===== src/rtl/ws2812_frame_sequencer.sv =====
// ws2812_frame_sequencer
//   Fetches 24-bit GRB pixels from a synchronous-read frame buffer and presents them
//   MSB-first on tx_data, advancing one bit per rising edge of the transmitter's tx_done.
//   After the last bit, tx_data is held low for LATCH_CYCLES clocks so the strip latches.
//   frame_done then pulses for one clock.
//   Optional feature macro: WS_BRIGHTNESS_EN. When it is defined, each 8-bit channel is
//   scaled by brightness/256 as the pixel enters the shift register.
//
//   pix_rd_en / pix_rdata handshake:
//     pix_rd_en is a one-clock read strobe qualified by pix_addr.
//     pix_rdata is valid exactly one clock after the strobe.
//     There is no back-pressure; pix_addr holds its value while pix_rd_en is low.
//
//   state_dbg exposes the FSM state (0 IDLE, 1 FETCH, 2 LOAD, 3 STREAM, 4 LATCH).
module ws2812_frame_sequencer #(
  parameter int N_PIXELS     = 128,
  parameter int ADDR_W       = 7,
  parameter int BPP          = 24,
  parameter int LATCH_CYCLES = 2500
) (
  input  logic              clk,
  input  logic              rst,
  input  logic              start,
  output logic [ADDR_W-1:0] pix_addr,
  output logic              pix_rd_en,
  input  logic [BPP-1:0]    pix_rdata,
  input  logic [7:0]        brightness,
  input  logic              tx_done,
  output logic              tx_data,
  output logic              busy,
  output logic              frame_done,
  output logic [2:0]        state_dbg
);

  localparam int CW = $clog2(BPP);
  localparam int LW = $clog2(LATCH_CYCLES);
  localparam logic [ADDR_W-1:0] LAST_IDX = ADDR_W'(N_PIXELS - 1);
  localparam logic [LW-1:0]     LAT_LAST = LW'(LATCH_CYCLES - 1);
  localparam logic [CW-1:0]     TOP_BIT  = CW'(BPP - 1);

  typedef enum logic [2:0] {
    S_IDLE   = 3'd0,
    S_FETCH  = 3'd1,
    S_LOAD   = 3'd2,
    S_STREAM = 3'd3,
    S_LATCH  = 3'd4
  } state_t;

  state_t            state_q, state_d;
  logic [BPP-1:0]    shift_q;
  logic [BPP-1:0]    hold_q;
  logic [CW-1:0]     bit_cnt;
  logic [ADDR_W-1:0] idx;
  logic [LW-1:0]     lat_cnt;
  logic              tx_done_q;
  logic              pf_wait;

  logic              tx_edge;
  logic              idx_last;
  logic              lat_tc;
  logic [ADDR_W-1:0] idx_inc;
  logic [ADDR_W-1:0] idx_inc2;
  logic [BPP-1:0]    load_word;
  logic [BPP-1:0]    hold_word;

  assign tx_edge   = tx_done & ~tx_done_q;
  assign idx_last  = (idx == LAST_IDX);
  assign lat_tc    = (lat_cnt == LAT_LAST);
  assign idx_inc   = idx + ADDR_W'(1);
  assign idx_inc2  = idx + ADDR_W'(2);
  assign state_dbg = state_q;

`ifdef WS_BRIGHTNESS_EN
  // Per-channel (ch*brightness)>>8, sampled at the moment a pixel enters the shift register.
  function automatic logic [BPP-1:0] scale_px(input logic [BPP-1:0] w, input logic [7:0] b);
    logic [15:0] g, r, bl;
    g  = {8'd0, w[23:16]} * {8'd0, b};
    r  = {8'd0, w[15:8]}  * {8'd0, b};
    bl = {8'd0, w[7:0]}   * {8'd0, b};
    return {g[15:8], r[15:8], bl[15:8]};
  endfunction

  assign load_word = scale_px(pix_rdata, brightness);
  assign hold_word = scale_px(hold_q, brightness);
`else
  logic unused_brightness;
  assign unused_brightness = ^brightness;
  assign load_word = pix_rdata;
  assign hold_word = hold_q;
`endif

  // State register
  always_ff @(posedge clk or posedge rst) begin
    if (rst) state_q <= S_IDLE;
    else     state_q <= state_d;
  end

  // Next-state decode; only a tx_done edge on the final bit of the final pixel leaves STREAM
  always_comb begin
    state_d = state_q;
    case (state_q)
      S_IDLE:   if (start) state_d = S_FETCH;
      S_FETCH:  state_d = S_LOAD;
      S_LOAD:   state_d = S_STREAM;
      S_STREAM: if (tx_edge && (bit_cnt == '0) && idx_last) state_d = S_LATCH;
      S_LATCH:  if (lat_tc) state_d = S_IDLE;
      default:  state_d = S_IDLE;
    endcase
  end

  // Datapath: fetch/prefetch strobes, shift register, counters and status outputs
  always_ff @(posedge clk or posedge rst) begin
    if (rst) begin
      pix_addr   <= '0;
      pix_rd_en  <= 1'b0;
      tx_data    <= 1'b0;
      busy       <= 1'b0;
      frame_done <= 1'b0;
      shift_q    <= '0;
      hold_q     <= '0;
      bit_cnt    <= '0;
      idx        <= '0;
      lat_cnt    <= '0;
      tx_done_q  <= 1'b0;
      pf_wait    <= 1'b0;
    end else begin
      tx_done_q  <= tx_done;
      frame_done <= 1'b0;
      pix_rd_en  <= 1'b0;
      // A strobe issued while streaming is a prefetch; its data lands one clock later.
      pf_wait    <= pix_rd_en && (state_q == S_STREAM);
      if (pf_wait) hold_q <= pix_rdata;
      case (state_q)
        S_IDLE: begin
          if (start) begin
            busy      <= 1'b1;
            idx       <= '0;
            pix_rd_en <= 1'b1;
            pix_addr  <= '0;
          end
        end
        S_LOAD: begin
          shift_q <= load_word;
          tx_data <= load_word[BPP-1];
          bit_cnt <= TOP_BIT;
          if (!idx_last) begin
            pix_rd_en <= 1'b1;
            pix_addr  <= idx_inc;
          end
        end
        S_STREAM: begin
          if (tx_edge) begin
            if (bit_cnt != '0) begin
              shift_q <= shift_q << 1;
              tx_data <= shift_q[BPP-2];
              bit_cnt <= bit_cnt - CW'(1);
            end else if (!idx_last) begin
              shift_q <= hold_word;
              tx_data <= hold_word[BPP-1];
              bit_cnt <= TOP_BIT;
              idx     <= idx_inc;
              if (idx_inc != LAST_IDX) begin
                pix_rd_en <= 1'b1;
                pix_addr  <= idx_inc2;
              end
            end else begin
              tx_data <= 1'b0;
              lat_cnt <= '0;
            end
          end
        end
        S_LATCH: begin
          if (lat_tc) begin
            frame_done <= 1'b1;
            busy       <= 1'b0;
            lat_cnt    <= '0;
          end else begin
            lat_cnt <= lat_cnt + LW'(1);
          end
        end
        default: ;
      endcase
    end
  end

endmodule


===== config.mk =====
export PLATFORM = sky130hd
export DESIGN_NAME = ws2812_frame_sequencer
export DESIGN_NICKNAME = d
export VERILOG_FILES = /design/src/rtl/ws2812_frame_sequencer.sv
export SDC_FILE = /design/constraint.sdc
export NUM_CORES = 1
export LEC_CHECK = 0
export CORE_MARGIN = 4
export CORE_UTILIZATION = 51
export DETAILED_ROUTE_END_ITERATION = 16
export GPL_TIMING_DRIVEN = 0
export PLACE_DENSITY = 0.86
export SLEW_MARGIN = 20
export SYNTH_ARGS = -nofsm -noshare
export SYNTH_HDL_FRONTEND = slang
export SYNTH_SLANG_ARGS = --single-unit

===== constraint.sdc =====
create_clock -name clk -period 2.7 [get_ports clk]
set_input_delay 0.54 -clock clk [delete_from_list [all_inputs] [get_ports clk]]
set_output_delay 0.54 -clock clk [all_outputs]
set_load 0.05 [all_outputs]

Word-level counts from Yosys, hierarchy flattened
Index checks and enable logic that the tools add are counted.

storage, ports and cells
  bits of input ports = 36
  logic and storage cells = 97
  bits in registers = 87

cells by class
  bitwise logic cells = 2
  reductions and logical operators = 18
  multiplexer cells = 43
  $add $sub $neg = 4
  eq/ne operators = 17

operator list
  kind                   number
  $mux 23                3
  $mux 7                 8
  $mux 12                4
  $pmux 23 s2            1
  $pmux 12 s2            1
  $pmux 7 s3             1
  $ne 2x2->1 const B     8
  $mux 5                 3
  $pmux 3 s5             1
  $pmux 7 s2             1
  $mux 1                 13
  $add 12x1->12 const B  1
  $eq 12x12->1 const B   1
  $pmux 5 s2             1
  $mux 3                 3
  $reduce_and 3->1       3
  $reduce_bool 2->1      4
  $add 7x1->7 const B    1
  $add 7x2->7 const B    1
  $eq 7x7->1 const B     1
  $ne 7x7->1 const B     1
  $reduce_and 7->1       1
  $eq 3x2->1 const B     2
  $logic_not 5->1        1
  16 further kinds       19

Logic depth before layout (Yosys ltp)
  word-level depth = 7
  gate-level depth with buffers = 8
  mapped depth without buffers = 6

Least setup slack after synthesis
Ideal clock, no wire load.

  path kind = register -> register
  start point = reg state_q[1], in the netlist state_dbg[1]
  end point = reg shift_q[10]
  cell stages (with the launch flop) = 8
  required time = 2,575 ps
  setup time = 125 ps
  arrival = 2,183 ps
  slack = 393 ps
  cell sequence = dfrtp_1 clkbuf_1 nand2b_1 a21oi_1 and2_1 buf_2 buf_2 mux2_2

between the ends
  cells in the longest elaborated chain, start to end = 3
  elaborated cells between the ends (all ways) = 7

ends and longest elaborated chain
  element                                             line  text
  start, declared                                     49    state_t state_q, state_d;
  start signal, assigned                              95    else state_q <= state_d;
  $eq 3x2->1                                          133   case (state_q)
  $ne 3x2->1 (no line), or another cell as far along  --
  $reduce_and 3->1 (no line)                          --
  end signal, assigned                                143   shift_q <= load_word;
  end signal, assigned                                154   shift_q <= shift_q << 1;
  end signal, assigned                                158   shift_q <= hold_word;
  end, declared                                       50    logic [BPP-1:0] shift_q;

Several ways; a longest one is shown, not always the timed one.
A chain may end at the register's enable or synchronous reset.

Worst setup path after layout
  start point = in tx_done
  end point = reg shift_q[3]

between the ends
  cells in the longest elaborated chain, start to end = 3

ends and longest elaborated chain
  element                     line  text
  start, declared             28    input logic tx_done,
  $and 1x1->1                 66    assign tx_edge = tx_done & ~tx_done_q;
  $ne 2x2->1 (no line)        --
  $reduce_and 3->1 (no line)  --

Every way passes these cells.

==> flow_metrics.py <==
metrics = {
    "setup_path": {
        "arrival_ns": 2.74,
        "worst-path-buf-inv": 3,
        "required_ns": 2.95,
        "critical_path.top_delay_family": "buffers and inverters",
        "crit_path_top_delay_cell": "clkdlybuf4s50_1",
        "worstPathCellList": "clkdlybuf4s50_1 > nand2b_1 > a21oi_1 > and2_1 > buf_2 > buf_2 > mux2_2",
        "end_kind": "register",
        "cpPeakStageDelay_ns": 0.49,
        "critPathKind": "primary input to register",
        "cp-start-kind": "primary input",
        "cp_max_fo": 10,
        "cp_common_cell": "buf_2",
    },
    "synth": {
        "synth_seq_area_share": 0.484,
        "synthesis.nets": 483,
        "synth_area_um2": 4500,
        "yosysWarnings": 0,
        "ys.flop_type": "dfrtp_1",
        "synthArstFlopShare": 1.00,
        "synth.avg_cell_area_um2": 10.2,
        "ys_seq_elements": 87,
        "yosysTopAreaCellShare": 0.484,
        "synthTopCellsByCount": "87 x dfrtp_1, 66 x nand2_1, 49 x mux2_2",
        "ys_types": 57,
        "synth-edff-count": 0,
        "yosysTopAreaCell": "dfrtp_1",
        "yosysMostFrequentCell": "dfrtp_1",
        "synth_cells": 442,
        "synthTopCellsByArea": "dfrtp_1 48%, mux2_2 12%, nand2_1 5.5%",
    },
    "timing": {
        "setup-violations-final": 0,
        "clock.fmax_mhz": 401,
        "period_share": 0.924,
        "tightest_slew_ns": 0.697,
        "skew_ns": 0.0107,
        "period_needed_ns": 2.50,
        "rsz0062_at_grt": "false",
        "hold_ws_ns": 0.509,
        "slew_headroom": 0.533,
        "drv_slew": 0,
        "hold_viol_final": 0,
    },
    "clock_tree": {
        "post-cts-setup-buffers": 0,
        "root_buffer": "clkbuf_8",
        "clk_latency_ns": 0.36,
        "cts_made_buffers": 9,
        "htreeDepth": 3,
        "path_clk_slew_ns": 0.09,
        "clock-sinks": 87,
        "cts_tree": "yes",
        "clk_path_buf_depth": 2,
    },
    "place": {
        "hpwl_mm": 6.87,
        "dpl.cell_count": 591,
        "portBuffers": 41,
        "gp_congestion": 0.851,
    },
    "drt": {
        "route.met3.wl_um": 425,
        "highest_layer": "met4",
        "wirelength_met1_mm": 4.30,
        "viasPerCell": 5.87,
        "num_vias": 3564,
        "wl_per_cell_um": 15.9,
        "drc": 0,
        "drtIter0Drc": 217,
        "wl_met2_mm": 4.72,
        "first_pass_iters": 4,
        "drt_wl_total_mm": 9.65,
        "ant_nets": 0,
    },
    "layout": {
        "drive_above_1_share": 0.179,
        "final_nets": 538,
        "n_antenna_cell": 0,
        "area_growth_pct": 18.5,
        "fin_util": 0.636,
        "nFillCells": 638,
        "stdcell_count": 607,
    },
    "global_routing": {
        "grt_max_degree": 24,
        "grt-ovfl-total": 0,
        "grt_util_all_layers": 0.196,
        "grt_pass1_wl_mm": 16.3,
        "antenna_found_initial": 0,
        "grt_pass1_vias": 3633,
    },
    "power": {
        "combinationalPowerShare": 0.383,
        "p_leak_nw": 2.26,
        "power.total_w": 0.00479,
        "ir_drop_uv": 312,
        "sw_frac_of_total": 0.362,
        "p_sw_w": 0.00173,
        "p_clk_frac": 0.196,
        "pwr-share-seq": 0.421,
        "power_density_nw_per_um2": 899,
        "p_int_w": 0.00305,
    },
    "worst_hold_path": {
        "worstHoldPathType": "register to register",
    },
    "outcome": {
        "status": "complete, no violations",
    },
    "floorplan": {
        "start_util": 0.536,
        "dieArea_um2": 10400,
        "io_pins": 50,
        "core_um2": 8380,
        "rows": 33,
        "fp.dieH_um": 102,
        "die_w_um": 102,
    },
    "flow_run": {
        "timing.max_cap.violations": 0,
    },
}
## final cells by class
class | instances | area [µm²] | area share
inverter | 9 | 37.5 | 0.00704
tap | 105 | 131 | 0.0247
clock inverter | 7 | 78.8 | 0.0148
buffer | 30 | 126 | 0.0237
sequential | 87 | 2180 | 0.409
multi-input combinational | 316 | 2170 | 0.407
clock buffer | 9 | 124 | 0.0232
timing repair buffer | 44 | 485 | 0.0911
## cell families after synthesis
| kind of cell | count (synthesis) | synth area share |
|---|---|---|
| and+or+nand+nor | 156 | 0.165 |
| adders and majority gates | 5 | 0.0139 |
| AOI/OAI and AO/OA | 91 | 0.140 |
| xor gates and xnor gates | 6 | 0.0117 |
| muxes | 58 | 0.149 |
| DFF | 87 | 0.484 |
| buffers and inverters | 39 | 0.0356 |
## stage by stage
| stage | area [µm²] | setup TNS (ns) | setup slack [ns] |
|---|---|---|---|
| 5_1_grt | 5330 | 0 | 0.0580 |
| 3_5_place_dp | 5120 | -2.22 | -0.141 |
| 6_report | 5330 | 0 | 0.204 |
| 3_3_place_gp | 5040 | -1.70 | -0.105 |
| 4_1_cts | 5320 | 0 | 0.0958 |
| 2_1_floorplan | 4500 | 0 | 0.393 |
## registers in the layout, summed over array words and instances, names as in the netlist, 3 cells and up
signal     flops
bit_cnt        5
hold_q        24
idx            7
lat_cnt       12
pix_addr       7
shift_q       23
state_dbg      3
## path summary, 6_finish.rpt
check	startpoint	endpoint	slack, ns	cells after the start
worst max-delay path	tx_done	shift_q[3]$_DFFE_PP0P_	0.20	7
worst min-delay path	pix_rd_en$_DFF_PP0_	pf_wait$_DFF_PP0_	0.51	1
worst max register to register	state_dbg[0]$_DFFE_PP0P_	lat_cnt[2]$_DFFE_PP0P_	0.21	6
worst min register to register	pix_rd_en$_DFF_PP0_	pf_wait$_DFF_PP0_	0.51	1
max in group asynchronous	rst	shift_q[12]$_DFFE_PP0P_	1.30	5
min in group asynchronous	rst	lat_cnt[0]$_DFFE_PP0P_	0.55	2
## timing repair
| action | 4_1_cts | 5_1_grt |
|---|---|---|
| endpoints found under the setup margin | 0 | 18 |
| hold endpoints to repair | 0 | 0 |
| hold buffers | 0 | 0 |
| resized for setup | 0 | 1 |
## placed cells by master, fill, tap and decap left out, types with 3 or more instances in the layout
cell type,count
a31oi_1,29
nand3_1,7
clkbuf_1,24
clkinvlp_4,4
or3_1,3
a211o_1,4
o21a_1,3
nor2_1,38
mux2_4,6
clkbuf_8,9
o21ai_0,14
a221o_1,4
ha_1,5
a22o_1,3
buf_2,5
nand2b_1,4
inv_1,8
clkdlybuf4s50_1,41
and2_1,3
nor3b_1,4
xor2_1,4
a21oi_1,13
nand2_1,66
mux2_2,49
dfrtp_1,87
nor3_1,4
and3_1,9
mux2i_1,3
## layer usage
| metal | vias to the layer above | global-route usage |
|---|---|---|
| met3 | 20 | 0.0375 |
| met1 | 1756 | 0.257 |
| met5 | - | 0 |
| met4 | 0 | 0.0838 |
| li1 | 1687 | - |
| met2 | 101 | 0.319 |
## power groups by stage
stage	clock, W	sequential (W)	combinational, W
6_report	0.000939	0.00202	0.00183
5_1_grt	0.00101	0.00206	0.00202
4_1_cts	0.000951	0.00201	0.00184
3_5_place_dp	0	0.00204	0.00183
3_3_place_gp	0	0.00201	0.00176
2_1_floorplan	0	0.00211	0.00127
Power figures use the tool's default switching activity.
